--- src/rtl/ram_bist_controller.sv ---
// Single-port RAM BIST engine: writes pat(a) = a ^ seed to every address, reads it back and compares.
// Define RAM_BIST_INVERT_PASS_EN to add a second write/read pass using the inverted pattern.
module ram_bist_controller #(
    parameter int DATA_WIDTH = 4,
    parameter int ADDR_WIDTH = 4
) (
    input  logic                  clk,
    input  logic                  reset,
    input  logic                  start,
    input  logic [DATA_WIDTH-1:0] seed,
    output logic                  ram_we,
    output logic                  ram_re,
    output logic [ADDR_WIDTH-1:0] ram_addr,
    output logic [DATA_WIDTH-1:0] ram_din,
    input  logic [DATA_WIDTH-1:0] ram_dout,
    output logic                  busy,
    output logic                  done,
    output logic                  fail,
    output logic [ADDR_WIDTH:0]   err_count,
    output logic [ADDR_WIDTH-1:0] fail_addr
);

    localparam logic [2:0] IDLE      = 3'd0;
    localparam logic [2:0] WRITE     = 3'd1;
    localparam logic [2:0] READ      = 3'd2;
    localparam logic [2:0] DRAIN     = 3'd3;
    localparam logic [2:0] DONE      = 3'd4;
`ifdef RAM_BIST_INVERT_PASS_EN
    localparam logic [2:0] WRITE_INV = 3'd5;
    localparam logic [2:0] READ_INV  = 3'd6;
`endif

    logic [2:0]            state, state_n;
    logic [ADDR_WIDTH-1:0] cnt, cnt_n;
    logic [DATA_WIDTH-1:0] seed_q, seed_n;
    logic                  accept;
    logic                  wr_n, rd_n, inv_wr_n, rd_cur, inv_rd_cur;
    logic                  cmp_valid;
    logic [DATA_WIDTH-1:0] cmp_exp;
    logic [ADDR_WIDTH-1:0] cmp_addr;

    function automatic logic [DATA_WIDTH-1:0] pat(input logic [ADDR_WIDTH-1:0] a,
                                                  input logic [DATA_WIDTH-1:0] s);
        logic [DATA_WIDTH-1:0] ext;
        ext = DATA_WIDTH'(a);
        return ext ^ s;
    endfunction

    assign accept = (state == IDLE) && start;
    assign seed_n = accept ? seed : seed_q;

    always_comb begin
        state_n = state;
        cnt_n   = cnt;
        case (state)
            IDLE: begin
                if (start) begin
                    state_n = WRITE;
                    cnt_n   = '0;
                end
            end
            WRITE: begin
                cnt_n = cnt + 1'b1;
                if (&cnt) state_n = READ;
            end
            READ: begin
                cnt_n = cnt + 1'b1;
`ifdef RAM_BIST_INVERT_PASS_EN
                if (&cnt) state_n = WRITE_INV;
`else
                if (&cnt) state_n = DRAIN;
`endif
            end
`ifdef RAM_BIST_INVERT_PASS_EN
            WRITE_INV: begin
                cnt_n = cnt + 1'b1;
                if (&cnt) state_n = READ_INV;
            end
            READ_INV: begin
                cnt_n = cnt + 1'b1;
                if (&cnt) state_n = DRAIN;
            end
`endif
            DRAIN:   state_n = DONE;
            DONE:    state_n = IDLE;
            default: state_n = IDLE;
        endcase
    end

    // Outputs are registered from the next-state view so the bus matches the state each cycle.
`ifdef RAM_BIST_INVERT_PASS_EN
    assign wr_n       = (state_n == WRITE) || (state_n == WRITE_INV);
    assign rd_n       = (state_n == READ) || (state_n == READ_INV);
    assign inv_wr_n   = (state_n == WRITE_INV);
    assign rd_cur     = (state == READ) || (state == READ_INV);
    assign inv_rd_cur = (state == READ_INV);
`else
    assign wr_n       = (state_n == WRITE);
    assign rd_n       = (state_n == READ);
    assign inv_wr_n   = 1'b0;
    assign rd_cur     = (state == READ);
    assign inv_rd_cur = 1'b0;
`endif

    always_ff @(posedge clk or posedge reset) begin
        if (reset) begin
            state     <= IDLE;
            cnt       <= '0;
            seed_q    <= '0;
            ram_we    <= 1'b0;
            ram_re    <= 1'b0;
            ram_addr  <= '0;
            ram_din   <= '0;
            busy      <= 1'b0;
            done      <= 1'b0;
            fail      <= 1'b0;
            err_count <= '0;
            fail_addr <= '0;
            cmp_valid <= 1'b0;
            cmp_exp   <= '0;
            cmp_addr  <= '0;
        end else begin
            state    <= state_n;
            cnt      <= cnt_n;
            seed_q   <= seed_n;
            ram_we   <= wr_n;
            ram_re   <= rd_n;
            ram_addr <= (wr_n || rd_n) ? cnt_n : '0;
            ram_din  <= wr_n ? (pat(cnt_n, seed_n) ^ {DATA_WIDTH{inv_wr_n}}) : '0;
            busy     <= (state_n != IDLE) && (state_n != DONE);
            done     <= (state_n == DONE);
            // Read data returns one cycle after issue; carry the expectation alongside it.
            cmp_valid <= rd_cur;
            cmp_exp   <= pat(cnt, seed_q) ^ {DATA_WIDTH{inv_rd_cur}};
            cmp_addr  <= cnt;
            if (accept) begin
                fail      <= 1'b0;
                err_count <= '0;
                fail_addr <= '0;
            end else if (cmp_valid && (ram_dout != cmp_exp)) begin
                fail <= 1'b1;
                if (!(&err_count)) err_count <= err_count + 1'b1;
                if (!fail) fail_addr <= cmp_addr;
            end
        end
    end

endmodule

--- config.mk ---
export PLATFORM = sky130hd
export DESIGN_NAME = ram_bist_controller
export DESIGN_NICKNAME = d
export VERILOG_FILES = /design/src/rtl/ram_bist_controller.sv
export SDC_FILE = /design/constraint.sdc
export NUM_CORES = 1
export LEC_CHECK = 0
export ABC_AREA = 0
export BUFFER_PORTS_ARGS = -buffer_cell sky130_fd_sc_hd__buf_2
export CORE_MARGIN = 2
export CORE_UTILIZATION = 49
export DETAILED_ROUTE_END_ITERATION = 6
export PLACE_DENSITY = 0.71
export REMOVE_ABC_BUFFERS = 1
export SLEW_MARGIN = 25
export SYNTH_ARGS = -nofsm -noshare
export SYNTH_HDL_FRONTEND = slang
export SYNTH_SLANG_ARGS = --single-unit
export TNS_END_PERCENT = 10
--- constraint.sdc ---
create_clock -name clk -period 1.8 [get_ports clk]
set_input_delay 0.09 -clock clk [delete_from_list [all_inputs] [get_ports clk]]
set_output_delay 0.09 -clock clk [all_outputs]
set_load 0.03 [all_outputs]
After elaboration in Yosys (flattened, before gate mapping):

Index checks and enable logic that the tools add are counted.

* eq/ne operators: 10
* bitwise logic cells: 2
* reduce and logical (&&, ||, !) cells: 12
* mux-type cells: 17
* $add $sub $neg: 2

Operators with widths (count)
* 2-to-1 mux 4 bit: 7
* 2-to-1 mux 5 bit: 3
* one-hot mux 3 bit (4 select lines): 1
* equality test 3 x 2 -> 1 bit (second input constant): 3
* 2-to-1 mux 3 bit: 3
* one-hot mux 4 bit (2 select lines): 1
* bitwise XOR 4 bit: 2
* equality test 3 x 1 -> 1 bit (second input constant): 2
* adder 5 x 1 -> 5 bit (second input constant): 1
* AND reduction 5 bit: 1
* adder 4 x 1 -> 4 bit (second input constant): 1
* inequality test 4 bit: 1
* AND reduction 2 bit: 2
* AND reduction 4 bit: 1
* equality test 3 bit (second input constant): 1
* logical AND 1 bit: 3
* zero test 3 bit: 1
* inequality test 3 bit (second input constant): 1
* nonzero test 3 bit: 1
* 2-to-1 mux 1 bit: 2
* inequality test 2 x 1 -> 1 bit (second input constant): 1
* inequality test 2 bit (second input constant): 1
* nonzero test 2 bit: 1
* OR reduction 2 bit: 1
* logical OR 1 bit: 1

* bits in registers: 42
* word-level logic and storage cells: 58
* input bits: 11
* output and inout bits: 22

Logic depth before layout (Yosys ltp):

* depth after elaboration: 6
* mapped depth: 7
* gate-level depth less buffers: 7

Least setup slack after synthesis:

Ideal clock, no wire load.

* path type: reg-to-reg
* start point: register err_count[0]
* end point: register err_count[3]
* buffers on the path: 0
* arrival: 1967 ps
* path slack: -292 ps
* required time: 1675 ps
* library setup time: 125 ps
* period minus slack after synthesis: 2092 ps
* cell stages (with the launch flop): 8
* cell sequence: dfrtp_1 ha_1 and3_1 ha_1 nand2b_1 a41oi_2 nand4_1 mux2_2

* word-level cells in the longest chain between the ends: 4
* elaborated cells between the ends (all ways): 7
* classes of those cells: 1 x add/sub; 1 x eq/ne; 3 x mux; 2 x reduce/logical

Ends and longest elaborated chain
* start, declared: line 19 `output logic [ADDR_WIDTH:0] err_count,`
* start signal, assigned: line 142 `if (!(&err_count)) err_count <= err_count + 1'b1;`
* adder 5 x 1 -> 5 bit: line 142
* 2-to-1 mux 5 bit: line 142
* 2-to-1 mux 5 bit: line 140 `end else if (cmp_valid && (ram_dout != cmp_exp)) begin`
* 2-to-1 mux 5 bit: line 136 `if (accept) begin`

Parallel ways exist; a longest one is shown, timed or not. The select of a mux whose other input is x is not followed.
A chain may end at the register's enable or synchronous reset.

Final worst setup path:

* start point: register err_count[1]
* end point: register err_count[4]

The elaborated chain is that of the path after synthesis.

==> metrics <==
Pre-Repair DR Iteration Count 4; yosys warns 0; Final period util 0.990; Final Worst Setup Slack 0.0182 ns; DIE WIDTH 65.4 um; GRT Total Usage 0.193; GRT Max-Usage Layer met2; Slew HR 0.652; Clk Latency, worst-skew pair 0.30 ns; Yosys reg bits 42; CTS Buf Count 5; PortBufs 32; Slew Viols, Final 0; vias per cell roughly 5.2; Ports 33; worst-margin pin slew 0.522 ns; area of the multi-input gates 813 sq um; antenna-violating nets left 0; CTS Buffer Depth 2; Worst Path Max Fanout 5; Cell Area, Synth 1850 sq um; largest net degree at the start of global routing 43; initial antenna violation count 0; area post-placement 2170 sq um; DRT Wirelength 3730 um; clock slew at reported path FFs 0.08 ns; Setup Crit Path Kind reg -> reg; FF+latch area 1050 sq um; Synth top cells by count 42 x dfrtp_1, 14 x nor2_1, 9 x a21oi_1; final hold vios 0; final setup violating endpoints 0; Placed Instances 248; Gate Count Post-Synth between 150 and 200; power per cell area about 1700 nW/um^2; RSZ-0062 raised after global routing yes; nets 223; Chip Height approximately 65 um; Core ar. 3630 sq um; sequential-to-total area share from yosys stat 0.568; Pleak 1.13 nW; H-Tree Depth 2; Async SR Flop Fraction 1.00; ANT cells 0; Die ar. between 4000 and 5000 sq um; status completed; cell area after layout 2370 sq um; FF-to-FF path depth 8; Synth area leader dfrtp_1; Wirelength per Cell 14.5 um; Worst Path Required 1.98 ns; GP Congestion roughly 0.83; total chip power 4.07 mW; HP Class in -> reg; worst clock skew 0.00944 ns; Finished Layout Cells 258; Sink Count 42; Fmax 0.561 GHz; Synth cell types 39; most numerous cell in the Yosys netlist dfrtp_1; Top FF cell, synth dfrtp_1; VDD IR max about 1400 uV; first-pass GRT wire length 6210 um; Initial Util 0.509; CTS tree done; Iteration-0 DRC Markers 79; Max Cap Viol 0; crit end category flop; Synth-to-Final Area Change 28.3%; GR Layer Usage met3 0.0514; Synth area leaders dfrtp_1 57%, mux2i_1 4.3%, xnor2_1 3.8%; pre-CTS setup slack -0.0680 ns; Worst Hold Depth 2; WP data arrival 1.97 ns; post-DP HPWL 2590 um; DRC Markers 0; grt ovf 0; filler cell count 294; M1 GR Usage 0.254; met2 Track Usage GR 0.315; vias in the first global route 1356; Final Critical Period 1.78 ns; Syn Area/Cell 11.8 sq um; CP Launch Type flop; Post-synth EDFFs 0; layout cells sized above 1 0.376; via count 1336; Clock Tree Root clkbuf_8; num rows 22; share of the synthesized area in the top cell type 0.568
==> repair_timing <==
item,4_1_cts,5_1_grt
hold buffers,1,0
gates resized for setup,5,7
buffers inserted,1,0
endpoints found under the setup margin,4,8
pin swaps,2,2
hold endpoints to repair,42,0
==> worst max-delay path: stages, from the launching register on <==
cell and delay, ns:
dfrtp_1 0.40, ha_2 0.19, and3_4 0.18, ha_4 0.14
nand2b_4 0.14, a41oi_4 0.20, buf_6 0.15, mux2i_1 0.19
nor2_1 0.07
==> through the flow <==
step / utilization / setup TNS [ns] / hold slack (ns)
final: 0.653 / 0 / 0.0365
after CTS: 0.641 / -0.0101 / 0.0314
after floorplan: - / -1.90 / 0.243
after detailed placement: 0.597 / -0.184 / 0.248
after global routing: 0.653 / -0.376 / 0.0427
after global placement: 0.597 / -0.0106 / 0.236
==> flip-flops by register name, summed over array words and instances, names as in the netlist <==
name and count:
err_count 5, cmp_addr 4, cmp_exp 4, cnt 4, fail_addr 4, ram_addr 4, ram_din 4, seed_q 4
state 3, busy 1, cmp_valid 1, done 1, fail 1, ram_re 1, ram_we 1
==> cells by family after synthesis <==
logic type               after synthesis  share of synthesized area
AND/OR/NAND/NOR                       52                      0.154
flip-flops                            42                      0.568
AO/OA/AOI/OAI                         25                     0.0988
multiplexers                          13                     0.0758
XOR/XNOR                              12                     0.0568
buffers and inverters                 10                     0.0264
adder cells (fa/ha/maj)                3                     0.0203
==> path summary, 6_finish.rpt <==
| check | from | slack, ns | end |
|---|---|---|---|
| max in group asynchronous | reset | 0.97 | err_count[1] |
| min in group asynchronous | reset | 0.46 | err_count[3] |
| worst max register to register | err_count[1] | 0.02 | err_count[4] |
| worst min register to register | seed_q[3] | 0.45 | cmp_exp[3] |
| worst max-delay path | err_count[1] | 0.02 | err_count[4] |
| worst min-delay path | seed[2] | 0.04 | seed_q[2] |
==> per-layer routing <==
metal  share of wire  wire (um)
met1            0.46       1700
met2            0.49       1830
met3           0.042        157
met4           0.010         38
met5               0          0
==> placed cells by master (no fill, tap or decap), types with 3 or more instances in the layout <==
cell      count
dfrtp_1      42
buf_2        32
buf_4        18
nor2_1       14
mux2i_1       8
a21oi_1       8
nand2_1       8
xnor2_1       7
clkbuf_8      5
nand4_1       4
nor3_1        4
nor2b_1       4
xor2_1        4
nand3_1       4
mux2_2        4
nand2b_1      3
==> report_power, final <==
group,switching [mW],internal [mW]
combinational,1.06,0.775
clock,0.330,0.412
sequential,0.183,1.31
==> area by class of cell <==
type | instances | share of cell area
multi-input cells | 105 | 0.343
clock buffers | 5 | 0.0290
repair buffers | 53 | 0.138
well taps | 48 | 0.0253
inverters | 2 | 0.00316
flip-flops and latches | 42 | 0.443
clock inverters | 3 | 0.0190
(Power assumes the default switching activity.)
